File: config.mk
export PLATFORM = sky130hd
export DESIGN_NAME = database_arbiter
export DESIGN_NICKNAME = d
export VERILOG_FILES = /design/src/rtl/database_arbiter.sv
export SDC_FILE = /design/constraint.sdc
export NUM_CORES = 1
export LEC_CHECK = 0
export CORE_MARGIN = 3
export CORE_UTILIZATION = 39
export CTS_CLUSTER_DIAMETER = 40
export CTS_CLUSTER_SIZE = 24
export DETAILED_ROUTE_END_ITERATION = 10
export PLACE_DENSITY = 0.9
export SYNTH_ARGS = -nofsm -noshare
export SYNTH_HDL_FRONTEND = slang
export SYNTH_SLANG_ARGS = --single-unit
File: constraint.sdc
create_clock -name clk_fpga -period 2.3 [get_ports clk_fpga]
set_input_delay 0.23 -clock clk_fpga [delete_from_list [all_inputs] [get_ports clk_fpga]]
set_output_delay 0.23 -clock clk_fpga [all_outputs]
set_load 0.01 [all_outputs]
File: src/rtl/database_arbiter.sv
// Round-robin arbiter giving NUM_STAGES classifier stages shared read access
// to one database memory, with one read in flight at a time.
module database_arbiter #(
    parameter int NUM_STAGES    = 4,
    parameter int DATA_WIDTH_12 = 12,
    parameter int MEM_LATENCY   = 2
) (
    input  logic                                clk_fpga,
    input  logic                                reset_fpga,
    input  logic [NUM_STAGES-1:0]               req,
    input  logic [NUM_STAGES*DATA_WIDTH_12-1:0] req_addr,
    input  logic                                flush,
    input  logic [DATA_WIDTH_12-1:0]            mem_rdata,
    output logic                                o_mem_ren,
    output logic [DATA_WIDTH_12-1:0]            o_mem_addr,
    output logic [NUM_STAGES-1:0]               o_grant,
    output logic [DATA_WIDTH_12-1:0]            o_rdata,
    output logic [NUM_STAGES-1:0]               o_rdata_valid,
    output logic                                o_busy
);

    localparam int PTR_W = $clog2(NUM_STAGES);
    localparam int PW1   = PTR_W + 1;
    localparam int CNT_W = $clog2(MEM_LATENCY + 1);

    localparam logic [1:0] S_IDLE  = 2'd0;
    localparam logic [1:0] S_ISSUE = 2'd1;
    localparam logic [1:0] S_WAIT  = 2'd2;
    localparam logic [1:0] S_DONE  = 2'd3;

    logic [1:0]               state;
    logic [PTR_W-1:0]         rr_ptr;
    logic [PTR_W-1:0]         gnt_idx;
    logic [PTR_W-1:0]         win_idx;
    logic                     win_found;
    logic [PW1-1:0]           cand;
    logic [CNT_W-1:0]         lat_cnt;
    logic [DATA_WIDTH_12-1:0] addr_q;
    logic [NUM_STAGES-1:0]    gnt_onehot;

    // Search upward from rr_ptr; cand carries one extra bit so the wrap works for any NUM_STAGES
    always_comb begin
        win_found = 1'b0;
        win_idx   = '0;
        cand      = '0;
        for (int i = 0; i < NUM_STAGES; i++) begin
            cand = {1'b0, rr_ptr} + PW1'(i);
            if (cand >= PW1'(NUM_STAGES))
                cand = cand - PW1'(NUM_STAGES);
            if (!win_found && req[cand[PTR_W-1:0]]) begin
                win_found = 1'b1;
                win_idx   = cand[PTR_W-1:0];
            end
        end
    end

    always_ff @(posedge clk_fpga or negedge reset_fpga) begin
        if (!reset_fpga) begin
            state   <= S_IDLE;
            rr_ptr  <= '0;
            gnt_idx <= '0;
            lat_cnt <= '0;
            addr_q  <= '0;
            o_rdata <= '0;
        end else if (flush) begin
            state <= S_IDLE;
        end else begin
            case (state)
                S_IDLE: begin
                    if (win_found) begin
                        gnt_idx <= win_idx;
                        addr_q  <= req_addr[int'(win_idx)*DATA_WIDTH_12 +: DATA_WIDTH_12];
                        state   <= S_ISSUE;
                    end
                end
                S_ISSUE: begin
                    lat_cnt <= CNT_W'(MEM_LATENCY);
                    state   <= S_WAIT;
                end
                S_WAIT: begin
                    lat_cnt <= lat_cnt - 1'b1;
                    if (lat_cnt == CNT_W'(1)) begin
                        o_rdata <= mem_rdata;
                        state   <= S_DONE;
                    end
                end
                S_DONE: begin
                    rr_ptr <= (gnt_idx == PTR_W'(NUM_STAGES - 1)) ? '0 : gnt_idx + 1'b1;
                    state  <= S_IDLE;
                end
                default: state <= S_IDLE;
            endcase
        end
    end

    always_comb begin
        gnt_onehot          = '0;
        gnt_onehot[gnt_idx] = 1'b1;
    end

    // A flush during DONE aborts the return, so the valid strobe is suppressed too
    assign o_busy        = (state != S_IDLE);
    assign o_mem_ren     = (state == S_ISSUE);
    assign o_mem_addr    = addr_q;
    assign o_grant       = o_busy ? gnt_onehot : '0;
    assign o_rdata_valid = ((state == S_DONE) && !flush) ? gnt_onehot : '0;

endmodule

-- Word-level counts from Yosys, hierarchy flattened
Index checks and enable logic that the tools add are counted.
- register bits: 32
- input bits: 67
- $add $sub $neg: 9
- multipliers: 1
- magnitude comparators: 10
- equal/unequal tests: 7
- shifts and indexed selects: 1
- multiplexer cells: 30
- bitwise logic cells: 1
- reduce and logical (&&, ||, !) cells: 17
- operator list (cell ; number):
    $shiftx A48 B7 Y12 ; 1
    $mux W2 ; 12
    $lt A2 B3 Y1 const B ; 5
    $sub A2 B1 Y2 const B ; 5
    $ge A3 B3 Y1 const B ; 3
    $mux W1 ; 9
    $bmux W1 S2 ; 4
    $mux W4 ; 2
    $pmux W2 S4 ; 1
    $add A2 B2 Y3 const B ; 2
    $eq A2 B2 Y1 const B ; 3
    $ne A3 B3 Y1 const B ; 2
    $reduce_and A2 Y1 ; 3
    $reduce_and A3 Y1 ; 2
    $logic_and A1 B1 Y1 ; 5
    $eq A2 B1 Y1 const B ; 2
    $logic_not A1 Y1 ; 4
    $mul A2 B2 Y4 const B ; 1
    $pmux W2 S2 ; 1
    $reduce_bool A2 Y1 ; 2
    $add A2 B1 Y3 const B ; 1
    $ge A2 B3 Y1 const B ; 1
    $add A2 B1 Y2 const B ; 1
    $demux W1 S2 ; 1
    other kinds (3) ; 3

-- Logic depth before layout (Yosys ltp)
Gate-level depths: netlist of run 1.
- word-level depth: 17
- gate-level depth with buffers: 8

-- Worst setup path after synthesis of run 1
Ideal clock, no wire load.
- path type: register to register
- start point: register state[0]
- end point: register addr_q[11] (netlist: o_mem_addr[11])
- setup time: 0.086 ns
- arrival time: 1.747 ns
- path slack: 0.467 ns
- cell stages (with the launch flop): 9
- path buffers: 2
- period minus slack after synthesis: 1.833 ns
- path through: dfrtp_1 -> inv_1 -> ha_1 -> inv_2 -> or3_1 -> buf_2 -> a21o_1 -> buf_6 -> o221ai_2
- cells in the longest elaborated chain, start to end: 2
- RTL lines (element ; RTL line ; text):
    from (decl) ; 31 ; logic [1:0] state;
    from (signal assigned) ; 59 ; state <= S_IDLE;
    from (signal assigned) ; 66 ; state <= S_IDLE;
    from (signal assigned) ; 73 ; state <= S_ISSUE;
    $logic_not A2 Y1 ; 68 ; case (state)
    $reduce_and A3 Y1 (no line) ; - ;
    to (signal assigned) ; 72 ; addr_q <= req_addr[int'(win_idx)*DATA_WIDTH_12 +: DATA_WIDTH_12];
    to (decl) ; 38 ; logic [DATA_WIDTH_12-1:0] addr_q;
No other way between the ends.
A chain may end at the register's enable or synchronous reset.

-- Worst setup path after layout of run 1
- start point: register rr_ptr[1]
- end point: register addr_q[10] (netlist: o_mem_addr[10])
- cells in the longest elaborated chain, start to end: 16
- elaborated cells between the ends (all ways): 40
- those cells by class: 7 x add/sub; 1 x mul; 4 x order compare; 1 x shift; 20 x mux; 7 x reduce/logical
- RTL lines (element ; RTL line ; text):
    from (decl) ; 32 ; logic [PTR_W-1:0] rr_ptr;
    from (signal assigned) ; 88 ; rr_ptr <= (gnt_idx == PTR_W'(NUM_STAGES - 1)) ? '0 : gnt_idx + 1'b1;
    branches (longest 16 deep; another with $add A2 B1 Y3) ; - ;
Parallel ways; which one is timed is not known. The select of a mux whose other input is x is not followed.

==> flow_metrics.tcl, run 1 <==
set metrics [dict create \
    highest_layer "met4" \
    wl_met3_um 352 \
    synth_area_um2 1860 \
    clk_latency_ns 0.29 \
    power_density_nw_per_um2 891 \
    syn_nets 239 \
    cts_root_buffer "clkbuf_8" \
    slew_violations 0 \
    met2_length_um 2670 \
    final_nets 347 \
    clk_pin_slew_ns 0.07 \
    setup_viol_count_final 0 \
    period_share 0.932 \
    viasPerCell 5.08 \
    num-fill-cells 341 \
    initial_core_util 0.417 \
    hp-class "in -> async" \
    cp_max_fo 24 \
    io_buffers 100 \
    track_usage 0.171 \
    drive_above_1_share 0.129 \
    place_congestion 0.818 \
    route.final.wire_length_um 5080 \
    rsz0062_at_grt "false" \
    grt_overflow_total 0 \
    max_freq_mhz 466 \
    die_h_um 75.1 \
    cts_buffers 5 \
    die_x_um 75.1 \
    ctsHtreeMaxLevel 2 \
    crit_path_end_kind "flop" \
    cp_cell_sequence "mux2_4 > o221ai_4 > mux2i_1 > o221ai_1" \
    critPathSlowestCell "o221ai_4" \
    wl_per_cell_um 15.7 \
    status "completed" \
    worstPathArrival_ns 2.30 \
    crit_type "reg -> reg" \
    first_pass_iters 4 \
    post-cts-setup-buffers 0 \
    fin_util 0.676 \
    grt_max_degree 33 \
    worstMarginPinSlew_ns 1.05 \
    power_leakage_nw 1.40 \
    yosys_warnings 0 \
    post-dp-hpwl_um 3910 \
    maxCapViolCount 0 \
    fin_crit_ns 2.14 \
    cts.path.max_buffers 2 \
    antenna_left 0 \
    cts_sinks 32 \
    die-area_um2 5650 \
    multi_input_area_um2 973 \
    synthTopCellsByArea "dfrtp_1 43%, mux2i_1 13%, mux2_2 8.5%" \
    layout.area.seq_um2 801 \
    cts_tree "built" \
    hold_viol 0 \
    drt_iter0_markers 48 \
    synth-seq-area-share 0.430 \
    antenna_cells 0 \
    slew_headroom 0.302 \
    grt_pass1_wl_um 7270 \
    synthCells 163 \
    cts_hold_buf 0 \
    grt_antenna_before_repair 0 \
    total_power_mw 2.69 \
    crit_required_ns 2.46 \
    grt_pass1_vias 1623 \
    synth_cell_type_count 33 \
    m1WireLength_um 2040 \
    num_vias 1645 \
    ioPinCount 101 \
    core-area_um2 4470 \
    syn-mean-instance-area_um2 11.4 \
    synth_area_leader_cell "dfrtp_1" \
    syn_to_final_growth_pct 62.1 \
    synth_top_cell_area_share 0.430 \
    irDropWorstVdd_v 0.000450 \
    critical-path-max-stage-delay_ns 0.79 \
    fin_skew_ns 0.00851 \
    cts_resized 0 \
    yosys_register_bits 32 \
    rows 24 \
    drcViolationCount 0 \
    worst_setup_path_start_kind "flop" \
]
[layer usage]
layer,track usage,vias to the layer above
met5,0,-
met4,0.0466,0
met3,0.0628,4
met2,0.292,50
met1,0.203,792
li1,-,799
[final cells by class]
type                    count  share of cell area
multi-input cells         116               0.322
clock buffers               6              0.0273
repair buffers            108               0.351
inverters                   8             0.00993
well taps                  52              0.0215
flip-flops and latches     32               0.265
clock inverters             2             0.00331
[registers in the layout, summed over array words and instances (netlist names)]
signal      flops
state           2
rr_ptr          2
lat_cnt         2
o_rdata        12
gnt_idx         2
o_mem_addr     12
[synthesized netlist by cell type]
master / instances
inv_2: 1
o21ai_0: 3
nand3_1: 1
a21oi_1: 2
mux2i_1: 25
o221ai_1: 11
buf_6: 1
or3_1: 1
nor2_1: 5
nor4_1: 1
nor3_1: 2
nor2b_1: 5
buf_2: 3
nand2b_1: 3
nand3b_1: 1
and2b_1: 3
o221ai_4: 1
ha_1: 9
and2_1: 5
buf_1: 1
or3b_1: 1
nand2_1: 15
mux2_4: 1
a21o_1: 1
o21bai_1: 1
a21boi_0: 1
dfrtp_1: 32
nor3b_1: 1
mux2_2: 14
o221ai_2: 2
o31ai_1: 1
inv_1: 7
buf_8: 2
[power by group]
group	switching, mW	internal [mW]	leakage (nW)
Clock	0.213	0.239	0.0510
Sequential	0.133	0.749	0.414
Combinational	0.595	0.763	0.937
[placed cells by master (no fill, tap or decap), types with 6 or more instances in the layout]
master           count
nand2_1             15
mux2i_1             25
clkdlybuf4s50_1    100
buf_4                8
inv_1                7
ha_1                 9
dfrtp_1             32
o221ai_1            11
clkbuf_8             6
mux2_2              14
[worst max-delay path: cells and delay by family (launching register included)]
kind               cells  cell delay, ns
AOI/OAI and AO/OA      2            0.93
muxes                  2            0.64
DFF                    1            0.44
[worst paths after layout]
check                                          startpoint                    endpoint  slack (ns)  cells past startpoint
worst min register to register  o_mem_addr[9]$_DFFE_PN0P_   o_mem_addr[9]$_DFFE_PN0P_        0.49                      2
worst max-delay path                rr_ptr[1]$_DFFE_PN0P_  o_mem_addr[10]$_DFFE_PN0P_        0.16                      4
max in group asynchronous                      reset_fpga       rr_ptr[0]$_DFFE_PN0P_        1.63                      2
worst max register to register      rr_ptr[1]$_DFFE_PN0P_  o_mem_addr[10]$_DFFE_PN0P_        0.16                      4
worst min-delay path                           reset_fpga      o_rdata[1]$_DFFE_PN0P_        0.36                      2
min in group clk_fpga           o_mem_addr[9]$_DFFE_PN0P_   o_mem_addr[9]$_DFFE_PN0P_        0.49                      2
[stage by stage]
step | instances | area (um2) | TNS [ns] | hold WS (ns) | setup WS, ns
floorplan | 163 | 1860 | 0 | -0.0656 | 0.467
global placement | 316 | 2930 | -0.310 | 0.471 | -0.0424
detailed placement | 316 | 2930 | -1.13 | 0.476 | -0.122
CTS | 324 | 3020 | 0 | 0.366 | 0.138
global route | 324 | 3020 | 0 | 0.374 | 0.0416
finish | 324 | 3020 | 0 | 0.355 | 0.155
[cells by family after synthesis]
group / synth area share
compound gates: 0.111
fa+ha+maj: 0.0604
buf+inv: 0.0483
flops: 0.430
mux: 0.227
simple gates: 0.123
No activity file was read; power rests on OpenSTA's default activity.
==> run 2: changes to the inputs <==
--- a/config.mk
+++ b/config.mk
@@ -5,7 +5,6 @@
 export SDC_FILE = /design/constraint.sdc
 export NUM_CORES = 1
 export LEC_CHECK = 0
-export CORE_MARGIN = 3
 export CORE_UTILIZATION = 39
 export CTS_CLUSTER_DIAMETER = 40
 export CTS_CLUSTER_SIZE = 24
==> constraint.sdc (replaced) <==
create_clock -name clk_fpga -period 2.3 [get_ports clk_fpga]
set_input_delay 0.46 -clock clk_fpga [delete_from_list [all_inputs] [get_ports clk_fpga]]
set_output_delay 0.46 -clock clk_fpga [all_outputs]
set_load 0.01 [all_outputs]
==> run 2 against run 1 <==
The flow now finishes with violations (DRC). Combinational power grew 7%. Worst hold slack better by 0.13 ns. Fmax fell by 4.5%. Count of clock-buffer cells in the layout grew 1. Critical path type is now in -> out. Critical path depth did not move. Highest routed layer unchanged. Die area shrank 10%.
==> flow_metrics.tcl, run 2 (synthesized netlist as in run 1, its figures left out) <==
set metrics [dict create \
    total_power_mw 2.81 \
    post-dp-hpwl_um 3860 \
    rsz0062_at_grt "false" \
    track_usage 0.202 \
    rrSetupSlack_ns 0.48 \
    fin_skew_ns 0.0121 \
    final_nets 350 \
    grt_pass1_vias 1755 \
    highest_layer "met4" \
    route.final.wire_length_um 4980 \
    antenna_left 0 \
    cts_root_buffer "clkbuf_8" \
    grt_max_degree 33 \
    die_h_um 71.1 \
    core-area_um2 4470 \
    viasPerCell 5.08 \
    crit_required_ns 1.84 \
    hold-path-endpoint "o_mem_addr[10]$_DFFE_PN0P_" \
    rows 24 \
    power_leakage_nw 1.44 \
    cts.path.max_buffers 2 \
    fin_area_um2 3110 \
    multi_input_area_um2 983 \
    ctsHtreeMaxLevel 2 \
    cts_sinks 32 \
    failed_checks "DRC" \
    cp_max_fo 5 \
    cts_buffers 5 \
    num_vias 1657 \
    critPathSlowestCell "clkdlybuf4s50_1" \
    irDropWorstVdd_v 0.000398 \
    post_dp_cell_area_um2 3000 \
    cts_tree "built" \
    setup_viol_count_final 0 \
    initial_core_util 0.417 \
    status "complete, but fails checks" \
    slew_violations 0 \
    antenna_cells 0 \
    fin_crit_ns 2.25 \
    hold_path_depth 2 \
    maxCapViolCount 0 \
    clk_latency_ns 0.27 \
    clk_pin_slew_ns 0.07 \
    wl_per_cell_um 15.3 \
    post-cts-setup-buffers 0 \
    max_freq_mhz 445 \
    power_density_nw_per_um2 903 \
    worstMarginPinSlew_ns 0.422 \
    place_ws_ns -0.0568 \
    hold_viol 0 \
    m1WireLength_um 1930 \
    setup_ws_ns 0.0537 \
    num-fill-cells 323 \
    final_cell_mix "100 x clkdlybuf4s50_1, 32 x dfrtp_1, 25 x mux2i_1" \
    crit_path_end_kind "output pin" \
    io_buffers 100 \
    layout.area.seq_um2 801 \
    timing.critical_path.mode_cell "clkdlybuf4s50_1" \
    grt_antenna_before_repair 0 \
    timing.rr.start "state[0]$_DFFE_PN0P_" \
    reg2reg_to "o_mem_addr[2]$_DFFE_PN0P_" \
    place_congestion 0.758 \
    die_x_um 71.1 \
    grt_pass1_wl_um 7940 \
    worstPathArrival_ns 1.79 \
    hp-class "reg -> reg" \
    met2_length_um 2650 \
    syn_to_final_growth_pct 66.8 \
    first_pass_iters 7 \
    reg2regPathDepth 7 \
    drt_iter0_markers 108 \
    grt_overflow_total 0 \
    period_share 0.977 \
    cp_cell_sequence "clkdlybuf4s50_1 > nor2b_4 > and2_1 > clkdlybuf4s50_1" \
    worst_setup_path_start_kind "input port" \
    worstHoldStart "o_mem_addr[10]$_DFFE_PN0P_" \
    drcViolationCount 6 \
    crit_type "in -> out" \
    wl_met3_um 340 \
    slew_headroom 0.719 \
    cts_hold_buf 0 \
    final_common_cell "clkdlybuf4s50_1" \
    drive_above_1_share 0.142 \
    ioPinCount 101 \
    critical-path-max-stage-delay_ns 0.54 \
    die-area_um2 5060 \
]
-- run 2: critical path, delay by kind of cell --
family / cells / cell delay [ns]
buf+inv: 2 / 1.00
simple gates: 2 / 0.33
-- run 2: through the flow --
stage | utilization | setup TNS (ns) | hold WS, ns | cells
after floorplan | - | 0 | 0.164 | 163
after CTS | 0.693 | 0 | 0.495 | 326
after detailed placement | 0.671 | -0.150 | 0.480 | 319
after global routing | 0.695 | 0 | 0.514 | 326
final | 0.695 | 0 | 0.488 | 326
after global placement | 0.671 | 0 | 0.470 | 319
-- run 2: layout make-up --
type,instances,area share
clock buffer,7,0.0310
inverter,8,0.00966
multi-input combinational,116,0.316
sequential,32,0.258
tap,52,0.0209
timing repair buffer,111,0.365
-- run 2: worst max-delay path by stage --
stage,startpoint,end,slack (ns),cells past startpoint
after global routing,flush,o_rdata_valid[2],0.009,4
after global placement,flush,o_rdata_valid[1],0.05,4
final,flush,o_rdata_valid[2],0.05,4
after floorplan,state[0]$_DFFE_PN0P_,o_mem_addr[11]$_DFFE_PN0P_,0.47,8
after detailed placement,flush,o_rdata_valid[2],-0.06,4
after CTS,flush,o_rdata_valid[2],0.03,4
-- run 2: layer usage --
metal  vias up  global-route usage
met2        53               0.370
met4         0              0.0489
met3         6              0.0613
li1        803                   -
met1       795               0.227
met5         -                   0
-- run 2: where the power goes --
part / internal (mW) / switching [mW]
combinational: 0.836 / 0.623
sequential: 0.750 / 0.135
clock: 0.266 / 0.196
-- run 2: timing repair --
item	CTS	global route
resized for setup	1	2
endpoints found under the setup margin	4	5
hold endpoints to repair	0	0
==> run 3: changes to the inputs <==
--- a/config.mk
+++ b/config.mk
@@ -5,11 +5,12 @@
 export SDC_FILE = /design/constraint.sdc
 export NUM_CORES = 1
 export LEC_CHECK = 0
-export CORE_UTILIZATION = 39
+export CORE_UTILIZATION = 30
 export CTS_CLUSTER_DIAMETER = 40
 export CTS_CLUSTER_SIZE = 24
 export DETAILED_ROUTE_END_ITERATION = 10
-export PLACE_DENSITY = 0.9
+export GPL_ROUTABILITY_DRIVEN = 0
+export PLACE_DENSITY = 0.74
 export SYNTH_ARGS = -nofsm -noshare
 export SYNTH_HDL_FRONTEND = slang
 export SYNTH_SLANG_ARGS = --single-unit
==> run 3 against run 2 <==
The run now ends clean. Clock power fell by 3%. Non-clock buffer count is 1 lower. Critical path depth unchanged. Total power fell by 2.2%. Sequential share of layout area barely moved. Worst setup slack better by 0.028 ns. Flip-flop and latch count unchanged.
==> flow_metrics.tcl, run 3 (synthesized netlist as in run 1, its figures left out) <==
set metrics [dict create \
    status "completed" \
    wl_per_cell_um 14.0 \
    die-area_um2 6530 \
    cp_cell_sequence "clkdlybuf4s50_1 > nor2b_4 > and2_1 > clkdlybuf4s50_1" \
    antenna_left 0 \
    drt_iter0_markers 59 \
    hold_viol 0 \
    setup_viol_count_final 0 \
    worstPathArrival_ns 1.76 \
    place_ws_ns -0.0263 \
    reg2regPathDepth 7 \
    multi_input_area_um2 983 \
    grt_antenna_before_repair 0 \
    max_freq_mhz 451 \
    antenna_cells 0 \
    core-area_um2 5960 \
    worstMarginPinSlew_ns 0.433 \
    final_nets 349 \
    final_cell_mix "100 x clkdlybuf4s50_1, 32 x dfrtp_1, 25 x mux2i_1" \
    initial_core_util 0.313 \
    cts_buffers 5 \
    slew_headroom 0.711 \
    power_density_nw_per_um2 882 \
    setup_ws_ns 0.0815 \
    io_buffers 100 \
    path_buf_inv 2 \
    track_usage 0.159 \
    timing.critical_path.mode_cell "clkdlybuf4s50_1" \
    worstHoldStart "o_mem_addr[6]$_DFFE_PN0P_" \
    hold-path-endpoint "o_mem_addr[6]$_DFFE_PN0P_" \
    die_h_um 80.8 \
    maxCapViolCount 0 \
    grt_max_degree 33 \
    ctsHtreeMaxLevel 2 \
    syn_to_final_growth_pct 66.9 \
    ioPinCount 101 \
    cts_tree "built" \
    fin_crit_ns 2.22 \
    grt_pass1_wl_um 7870 \
    timing.rr.start "state[0]$_DFFE_PN0P_" \
    worst_setup_path_start_kind "input port" \
    post-dp-hpwl_um 3690 \
    drive_above_1_share 0.135 \
    cp_max_fo 5 \
    slew_violations 0 \
    rsz0062_at_grt "false" \
    fin_skew_ns 0.00465 \
    route.final.wire_length_um 4900 \
    irDropWorstVdd_v 0.000520 \
    hold_slack_ns 0.489 \
    cts_sinks 32 \
    first_pass_iters 4 \
    reg2reg_to "o_mem_addr[0]$_DFFE_PN0P_" \
    final_common_cell "clkdlybuf4s50_1" \
    critical-path-max-stage-delay_ns 0.54 \
    cp_top_family "buffers and inverters" \
    viasPerCell 4.79 \
    period_share 0.965 \
    drcViolationCount 0 \
    crit_path_end_kind "output pin" \
    grt_overflow_total 0 \
    clk_pin_slew_ns 0.07 \
    grt_pass1_vias 1763 \
    power_leakage_nw 1.42 \
    die_x_um 80.8 \
    crit_required_ns 1.84 \
    post-cts-setup-buffers 0 \
    cts_root_buffer "clkbuf_8" \
    rows 28 \
    critPathSlowestCell "clkdlybuf4s50_1" \
    hold_path_depth 2 \
    num_vias 1670 \
    layout.area.seq_um2 801 \
    hp-class "reg -> reg" \
    cts.path.max_buffers 2 \
    crit_type "in -> out" \
    clk_latency_ns 0.28 \
    cts_hold_buf 0 \
    num-fill-cells 549 \
    rrSetupSlack_ns 0.49 \
]
[run 3: timing repair]
item / CTS / global route
endpoints found under the setup margin: 3 / 7
cloned: 0 / 0
resized for setup: 1 / 2
[run 3: final cells by class]
| class | count | share of cell area |
|---|---|---|
| inverter | 8 | 0.00965 |
| sequential | 32 | 0.257 |
| timing repair buffer | 110 | 0.358 |
| multi-input combinational | 116 | 0.316 |
| clock buffer | 8 | 0.0290 |
| tap | 75 | 0.0302 |
[run 3: how the worst max path moves through the flow]
| stage | start | end | slack (ns) | cells after the start |
|---|---|---|---|---|
| 2_1_floorplan | state[0]$_DFFE_PN0P_ | o_mem_addr[11]$_DFFE_PN0P_ | 0.47 | 8 |
| 3_3_place_gp | flush | o_rdata_valid[3] | 0.05 | 4 |
| 3_5_place_dp | flush | o_rdata_valid[2] | -0.03 | 4 |
| 4_1_cts | state[0]$_DFFE_PN0P_ | o_grant[0] | 0.03 | 4 |
| 5_1_grt | flush | o_rdata_valid[2] | 0.02 | 4 |
| 6_report | flush | o_rdata_valid[2] | 0.08 | 4 |
[run 3: worst min-delay path: stages (launching register included)]
cell	delay, ns
dfrtp_1	0.34
nand2_1	0.05
o221ai_1	0.06
[run 3: through the flow]
step,util,cell area [um2],power [mW],TNS (ns),std cells
after floorplan,-,1860,1.66,0,163
after global placement,0.506,3010,2.29,0,341
after detailed placement,0.506,3010,2.32,-0.0343,341
after CTS,0.521,3100,2.79,0,349
after global routing,0.522,3110,2.96,0,349
final,0.522,3110,2.74,0,349
[run 3: per-layer routing]
metal	global-route usage	part of all wire	vias up
met5	0	0	-
met4	0.0554	0.018	0
met3	0.0584	0.083	9
met2	0.272	0.48	66
met1	0.181	0.42	790
li1	-	-	805
[run 3: power by group]
group	switching [mW]	internal (mW)	total, mW	leakage (nW)
logic	0.610	0.810	1.42	0.964
registers	0.128	0.749	0.877	0.414
clock network	0.203	0.244	0.447	0.0455
total	0.941	1.80	2.74	1.42
